File: config.mk
export PLATFORM = sky130hd
export DESIGN_NAME = cva6_rvfi_sink
export DESIGN_NICKNAME = d
export VERILOG_FILES = /design/src/rtl/cva6_rvfi_sink.sv
export SDC_FILE = /design/constraint.sdc
export NUM_CORES = 2
export LEC_CHECK = 0
export ABC_AREA = 1
export CAP_MARGIN = 20
export CELL_PAD_IN_SITES_DETAIL_PLACEMENT = 0
export CELL_PAD_IN_SITES_GLOBAL_PLACEMENT = 1
export CORE_ASPECT_RATIO = 1.75
export CORE_MARGIN = 8
export CORE_UTILIZATION = 46
export DETAILED_ROUTE_END_ITERATION = 8
export PLACE_DENSITY = 0.8
export RECOVER_POWER = 100
export REMOVE_ABC_BUFFERS = 1
export SLEW_MARGIN = 10
export SYNTH_ARGS = -nofsm -noshare
export SYNTH_HDL_FRONTEND = slang
export SYNTH_SLANG_ARGS = --single-unit
File: constraint.sdc
create_clock -name clk_i -period 38.5 [get_ports clk_i]
set_input_delay 9.625 -clock clk_i [delete_from_list [all_inputs] [get_ports clk_i]]
set_output_delay 9.625 -clock clk_i [all_outputs]
set_load 0.01 [all_outputs]
File: src/rtl/cva6_rvfi_sink.sv
// RVFI commit sink: captures retired records, tags them with a 64-bit retirement order and streams them out of a FIFO.
// Optional trap filtering is enabled by defining CVA6_RVFI_SINK_TRAP_FILTER_EN (adds trap_cnt_o).
package cva6_rvfi_sink_pkg;
    typedef struct packed {
        logic        valid;
        logic [31:0] insn;
        logic        trap;
        logic [63:0] cause;
        logic [1:0]  mode;
        logic [63:0] pc_rdata;
        logic [4:0]  rd_addr;
        logic [63:0] rd_wdata;
    } rvfi_instr_t;
endpackage

module cva6_rvfi_sink #(
    parameter int unsigned NrCommitPorts = 2,
    parameter int unsigned FifoDepth     = 8,
    parameter type rvfi_instr_t          = cva6_rvfi_sink_pkg::rvfi_instr_t
) (
    input  logic        clk_i,
    input  logic        rst_ni,
    input  rvfi_instr_t rvfi_i [NrCommitPorts],
    input  logic        start_i,
    input  logic        stop_i,
    output logic        out_valid_o,
    input  logic        out_ready_i,
    output rvfi_instr_t out_rec_o,
    output logic [63:0] out_order_o,
    output logic        busy_o,
    output logic        done_o,
    output logic        overflow_o,
`ifdef CVA6_RVFI_SINK_TRAP_FILTER_EN
    output logic [31:0] trap_cnt_o,
`endif
    output logic [15:0] drop_cnt_o
);
    localparam int PtrW = $clog2(FifoDepth);
    localparam int CntW = PtrW + 1;

    // state    | meaning
    // IDLE     | inputs ignored, waiting for start_i
    // CAPTURE  | valid records written to the FIFO
    // DRAIN    | inputs ignored, waiting for FIFO to empty
    typedef enum logic [1:0] {IDLE, CAPTURE, DRAIN} state_t;

    state_t state_q, state_d;

    rvfi_instr_t mem_rec [FifoDepth];
    logic [63:0] mem_ord [FifoDepth];

    logic [PtrW-1:0] rd_ptr_q, wr_ptr_q;
    logic [CntW-1:0] count_q, free_slots;
    logic [63:0]     order_q;
    logic            overflow_q;
    logic [15:0]     drop_cnt_q;
    logic [16:0]     drop_sum;

    logic            pop;
    logic [CntW-1:0] n_valid, n_wr, n_drop;
    logic            wr_en  [NrCommitPorts];
    logic [PtrW-1:0] wr_off [NrCommitPorts];
    logic [63:0]     wr_ord [NrCommitPorts];

`ifdef CVA6_RVFI_SINK_TRAP_FILTER_EN
    logic [CntW-1:0] n_trap;
    logic [31:0]     trap_cnt_q;
    logic [32:0]     trap_sum;
    assign trap_sum   = {1'b0, trap_cnt_q} + 33'(n_trap);
    assign trap_cnt_o = trap_cnt_q;
`endif

    assign out_valid_o = (count_q != '0);
    assign pop         = out_valid_o && out_ready_i;
    assign out_rec_o   = out_valid_o ? mem_rec[rd_ptr_q] : '0;
    assign out_order_o = out_valid_o ? mem_ord[rd_ptr_q] : 64'd0;
    assign overflow_o  = overflow_q;
    assign drop_cnt_o  = drop_cnt_q;
    assign drop_sum    = {1'b0, drop_cnt_q} + 17'(n_drop);
    // A slot freed by this cycle's pop is reusable by this cycle's push.
    assign free_slots  = CntW'(FifoDepth) - count_q + CntW'(pop);

    always_comb begin
        state_d = state_q;
        busy_o  = (state_q != IDLE);
        done_o  = 1'b0;
        unique case (state_q)
            IDLE:    if (start_i) state_d = CAPTURE;
            CAPTURE: if (stop_i)  state_d = DRAIN;
            DRAIN: begin
                if (count_q == '0) begin
                    state_d = IDLE;
                    done_o  = 1'b1;
                end
            end
            default: state_d = IDLE;
        endcase
    end

    always_comb begin
        n_valid = '0;
        n_wr    = '0;
        n_drop  = '0;
`ifdef CVA6_RVFI_SINK_TRAP_FILTER_EN
        n_trap  = '0;
`endif
        for (int k = 0; k < NrCommitPorts; k++) begin
            wr_en[k]  = 1'b0;
            wr_off[k] = '0;
            wr_ord[k] = '0;
        end
        for (int k = 0; k < NrCommitPorts; k++) begin
            if (state_q == CAPTURE && rvfi_i[k].valid) begin
                wr_ord[k] = order_q + 64'(n_valid);
                n_valid   = n_valid + CntW'(1);
`ifdef CVA6_RVFI_SINK_TRAP_FILTER_EN
                if (rvfi_i[k].trap) n_trap = n_trap + CntW'(1);
                else
`endif
                if (n_wr < free_slots) begin
                    wr_en[k]  = 1'b1;
                    wr_off[k] = n_wr[PtrW-1:0];
                    n_wr      = n_wr + CntW'(1);
                end else begin
                    n_drop = n_drop + CntW'(1);
                end
            end
        end
    end

    always_ff @(posedge clk_i) begin
        for (int k = 0; k < NrCommitPorts; k++) begin
            if (wr_en[k]) begin
                mem_rec[wr_ptr_q + wr_off[k]] <= rvfi_i[k];
                mem_ord[wr_ptr_q + wr_off[k]] <= wr_ord[k];
            end
        end
    end

    always_ff @(posedge clk_i) begin
        if (!rst_ni) begin
            state_q    <= IDLE;
            rd_ptr_q   <= '0;
            wr_ptr_q   <= '0;
            count_q    <= '0;
            order_q    <= '0;
            overflow_q <= 1'b0;
            drop_cnt_q <= '0;
`ifdef CVA6_RVFI_SINK_TRAP_FILTER_EN
            trap_cnt_q <= '0;
`endif
        end else begin
            state_q  <= state_d;
            rd_ptr_q <= rd_ptr_q + PtrW'(pop);
            wr_ptr_q <= wr_ptr_q + n_wr[PtrW-1:0];
            count_q  <= count_q + n_wr - CntW'(pop);
            order_q  <= order_q + 64'(n_valid);
            if (n_drop != '0) overflow_q <= 1'b1;
            drop_cnt_q <= drop_sum[16] ? 16'hFFFF : drop_sum[15:0];
`ifdef CVA6_RVFI_SINK_TRAP_FILTER_EN
            trap_cnt_q <= trap_sum[32] ? 32'hFFFF_FFFF : trap_sum[31:0];
`endif
        end
    end
endmodule

==> results.md <==
- Status: complete, but fails checks
- Failing checks: capacitance limit, slew limit
- Post-cts repair resize count: 0
- TritonCTS Buffers: around 240
- Period utilization: between 70% and 80%
- Htree depth: 4
- Via density per instance: 6.04
- Xor/xnor share of the synthesized area: 0.181%
- Synth warn: 0
- Simple-Gate Fraction of Synth Area: 17.9%
- Most common cell on crit path: ha_1
- Setup WS post-layout: just over 10000 ps
- RSZ-0062 raised after global routing: false
- Nets@finish: around 14000
- Final setup viols: 0
- Max IR drop VDD: 69.0 µV
- Slew margin rel.: -556%
- Clock sink count: about 2500
- Starting DRT DRC Count: approximately 11000
- Number of global-route vias before repair: slightly above 100k
- Startpoint types: input port
- Setup TNS Final: 0 ps
- Seq. cell area: 73200 µm²
- Hold-fix buffers at CTS: 0
- Final Critical Period: 28120 ps
- Area Overhead vs Synth: 11.8%
- Clock root buffer: clkbuf_16
- Cell taking the most area after synthesis: edfxtp_1
- Routability cong.: between 0.9 and 1
- Crit path kind: in -> reg
- Initial antenna violation count: 73
- Final slew viol count: between 7000 and 8000
- Slew @ Worst Pin: roughly 9800 ps
- Cell Rows: between 200 and 300
- Port bufs: 787
- WP buf/inv: 9
- PD cells: between 50 and 60 nW/µm²
- DP Worst Slack: around 20000 ps
- TritonCTS clock tree: yes
- Reg clk slew, reported paths: 60 ps
- Routed vias: approximately 110k
- Die H: 707 µm
- Filler Cell Count: between 20000 and 25000
- Drc violations: 0
- DP Wirelength: 260000 µm
- WP data arrival: roughly 29000 ps
- Setup Skew: just under 40 ps
- First-pass GRT wire length: approximately 660000 µm
- Multi-input logic area: about 45000 µm²
- Max cap viols: 108
- Mux share of post-synthesis cell area: 0%
- CP Cell Sequence: dlygate4sd3_1, nand2_1, ha_1, inv_1, ha_1, xor2_1, nand3_1, nand2_1, inv_1, ha_1, nand2_1, inv_1, ha_1, ha_1, xor2_1, inv_1, nor2_1, nand2_1, nor2_4, clkbuf_1, clkinvlp_2, o21ai_0, clkbuf_1, buf_4
- Tot GR Track Use: between 20 and 30%
- Global route overflow: 0
- Antenna Nets Post-Route: 0
- Core area: roughly 270000 µm²
- Synth Cell Area: between 100000 and 150000 µm²
- Ys async rst share: 0%
- WL per Instance: between 20 and 30 µm
- DIE AREA: around 290000 µm²
- Final Hold Fails: 0
- CP endpoint kind: flop
- DP Area: 134000 µm²
- CTS max path bufs: 4
- Cell variety after synth: 39
- Cells after Synth: about 14000
- Die width: just over 400 µm
- WP data required: roughly 39000 ps
- Crit path largest cell delay: 5160 ps
- Register area share after synthesis: roughly three fifths
- Top post-synthesis cells by area: edfxtp_1 57%, o21ai_0 11%, nand2_1 8.6%
- Worst skew pair latency: roughly 900 ps
- Achievable frequency: between 30 and 40 MHz
- I/O Pins: 788
- CP Max Fanout: between 100 and 150
- Pleak: a little over 50 nW
- Avg Cell Area, Syn: approximately 9 µm²
- Post-synth EDFFs: between 2000 and 2500
- Ys flop type: edfxtp_1
- Worst hold path type: reg -> reg
- TritonRoute pass-1 iters: 6
- Post-route cell area: 140000 µm²
- Synth Area in Compound Gates: roughly 17%
- Overall Power: between 0.007 and 0.008 W
- Top delay family on crit path: buffers and inverters
- Initial Util: between 40% and 50%
- Share of layout cells above drive strength 1: under 10%
- Post-CTS Setup Bufs: 0
- Final wirelength: between 400000 and 500000 µm
- Largest net degree at the start of global routing: 210
- Post-Synth Adder-Cell Area: 0.283%
- Top cell type's share of synthesized area: between 50% and 60%
- Highest-delay cell along the critical path: clkinvlp_2
- Post-synthesis register bit count: 2469
- Largest family of logic cells by synthesized area: simple AND/OR/NAND/NOR gates
==> layout by cell type, fill, tap and decap left out, types with 17 or more instances in the layout <==
cell                n
inv_1             440
nand3_1           119
diode_2            73
dlygate4sd3_1     301
a21oi_1            68
o21ai_1            24
nand2_1          2875
buf_4              50
dfxtp_1            91
nand4_1           147
clkinv_2           46
xor2_1             23
o32ai_1           594
nor3_1             17
nor2_1           2637
clkdlybuf4s50_1   485
edfxtp_1         2376
clkbuf_16         236
ha_1               22
o21ai_0          3165
clkinv_1           47
clkbuf_1          158
==> final timing paths <==
check	slack, ps	cells after the start	endpoint	startpoint
worst max-delay path	10380	24	mem_rec[5][199]	out_ready_i
worst min-delay path	480	1	order_q[63]	order_q[63]
worst max register to register	16640	26	mem_rec[5][199]	count_q[2]
worst min register to register	480	1	order_q[63]	order_q[63]
==> registers in the layout, indices dropped and copies added (netlist names) <==
name and flops:
count_q 4, drop_cnt_o 16, mem_ord 512, mem_rec 1864
order_q 64, overflow_o 1, rd_ptr_q 3, state_q 2
wr_ptr_q 3
==> cell type report <==
type                            instances  area share, %
Sequential cell                      2469           52.2
Multi-Input combinational cell       9724           31.8
Antenna cell                           73          0.130
Timing Repair Buffer                  951           6.35
Tap cell                             3570           3.19
Clock inverter                        122          0.669
Clock buffer                          295           4.39
Inverter                              451           1.23
==> cells by family (layout without fill, tap and decap cells) <==
kind of cell               Yosys count  count (layout)
other                                0              73
buffers and inverters             1734            1819
and+or+nand+nor                   5812            5812
xor gates and xnor gates            25              25
DFF                               2469            2469
adders and majority gates           26              26
AOI/OAI and AO/OA                 3861            3861
==> where the power goes <==
group / internal [W] / switching [W]
clock network: 0.00121 / 0.00105
logic: 0.000895 / 0.00173
registers: 0.00304 / 0.0000346
==> Yosys cell counts (2+ instances only) <==
cell and instances:
nand2_1 2875, o21ai_0 2783, nor2_1 2630, edfxtp_1 2376, buf_2 665, o32ai_1 594, clkbuf_1 513, inv_1 440
o21ai_1 406, nand4_1 147, nand3_1 119, dfxtp_1 93, a21oi_1 68, buf_4 49, buf_1 39, ha_1 22
xor2_1 22, clkbuf_2 16, nor3_1 16, inv_2 10, nor2_4 9, a31oi_1 5, fa_1 4, nor2_2 4
or2_2 4, nand3_4 2, nor4_1 2, o21a_1 2, xnor2_1 2
==> routing by layer <==
layer	GRT usage [%]	up-vias	share of wire, %
met4	15.0	50	5.3
li1	-	48200	-
met3	5.80	1145	9.6
met1	36.1	51600	37
met5	0	-	0.070
met2	50.1	5631	48
==> per-stage QoR <==
stage          hold WS [ps]  util, %  cells
3_3_place_gp            461     49.2  17200
5_1_grt                 499     51.6  17600
3_5_place_dp            467     49.2  17200
6_report                479     51.7  17700
4_1_cts                 482     51.8  17600
2_1_floorplan           443        -  12600
(Power assumes the default switching activity.)
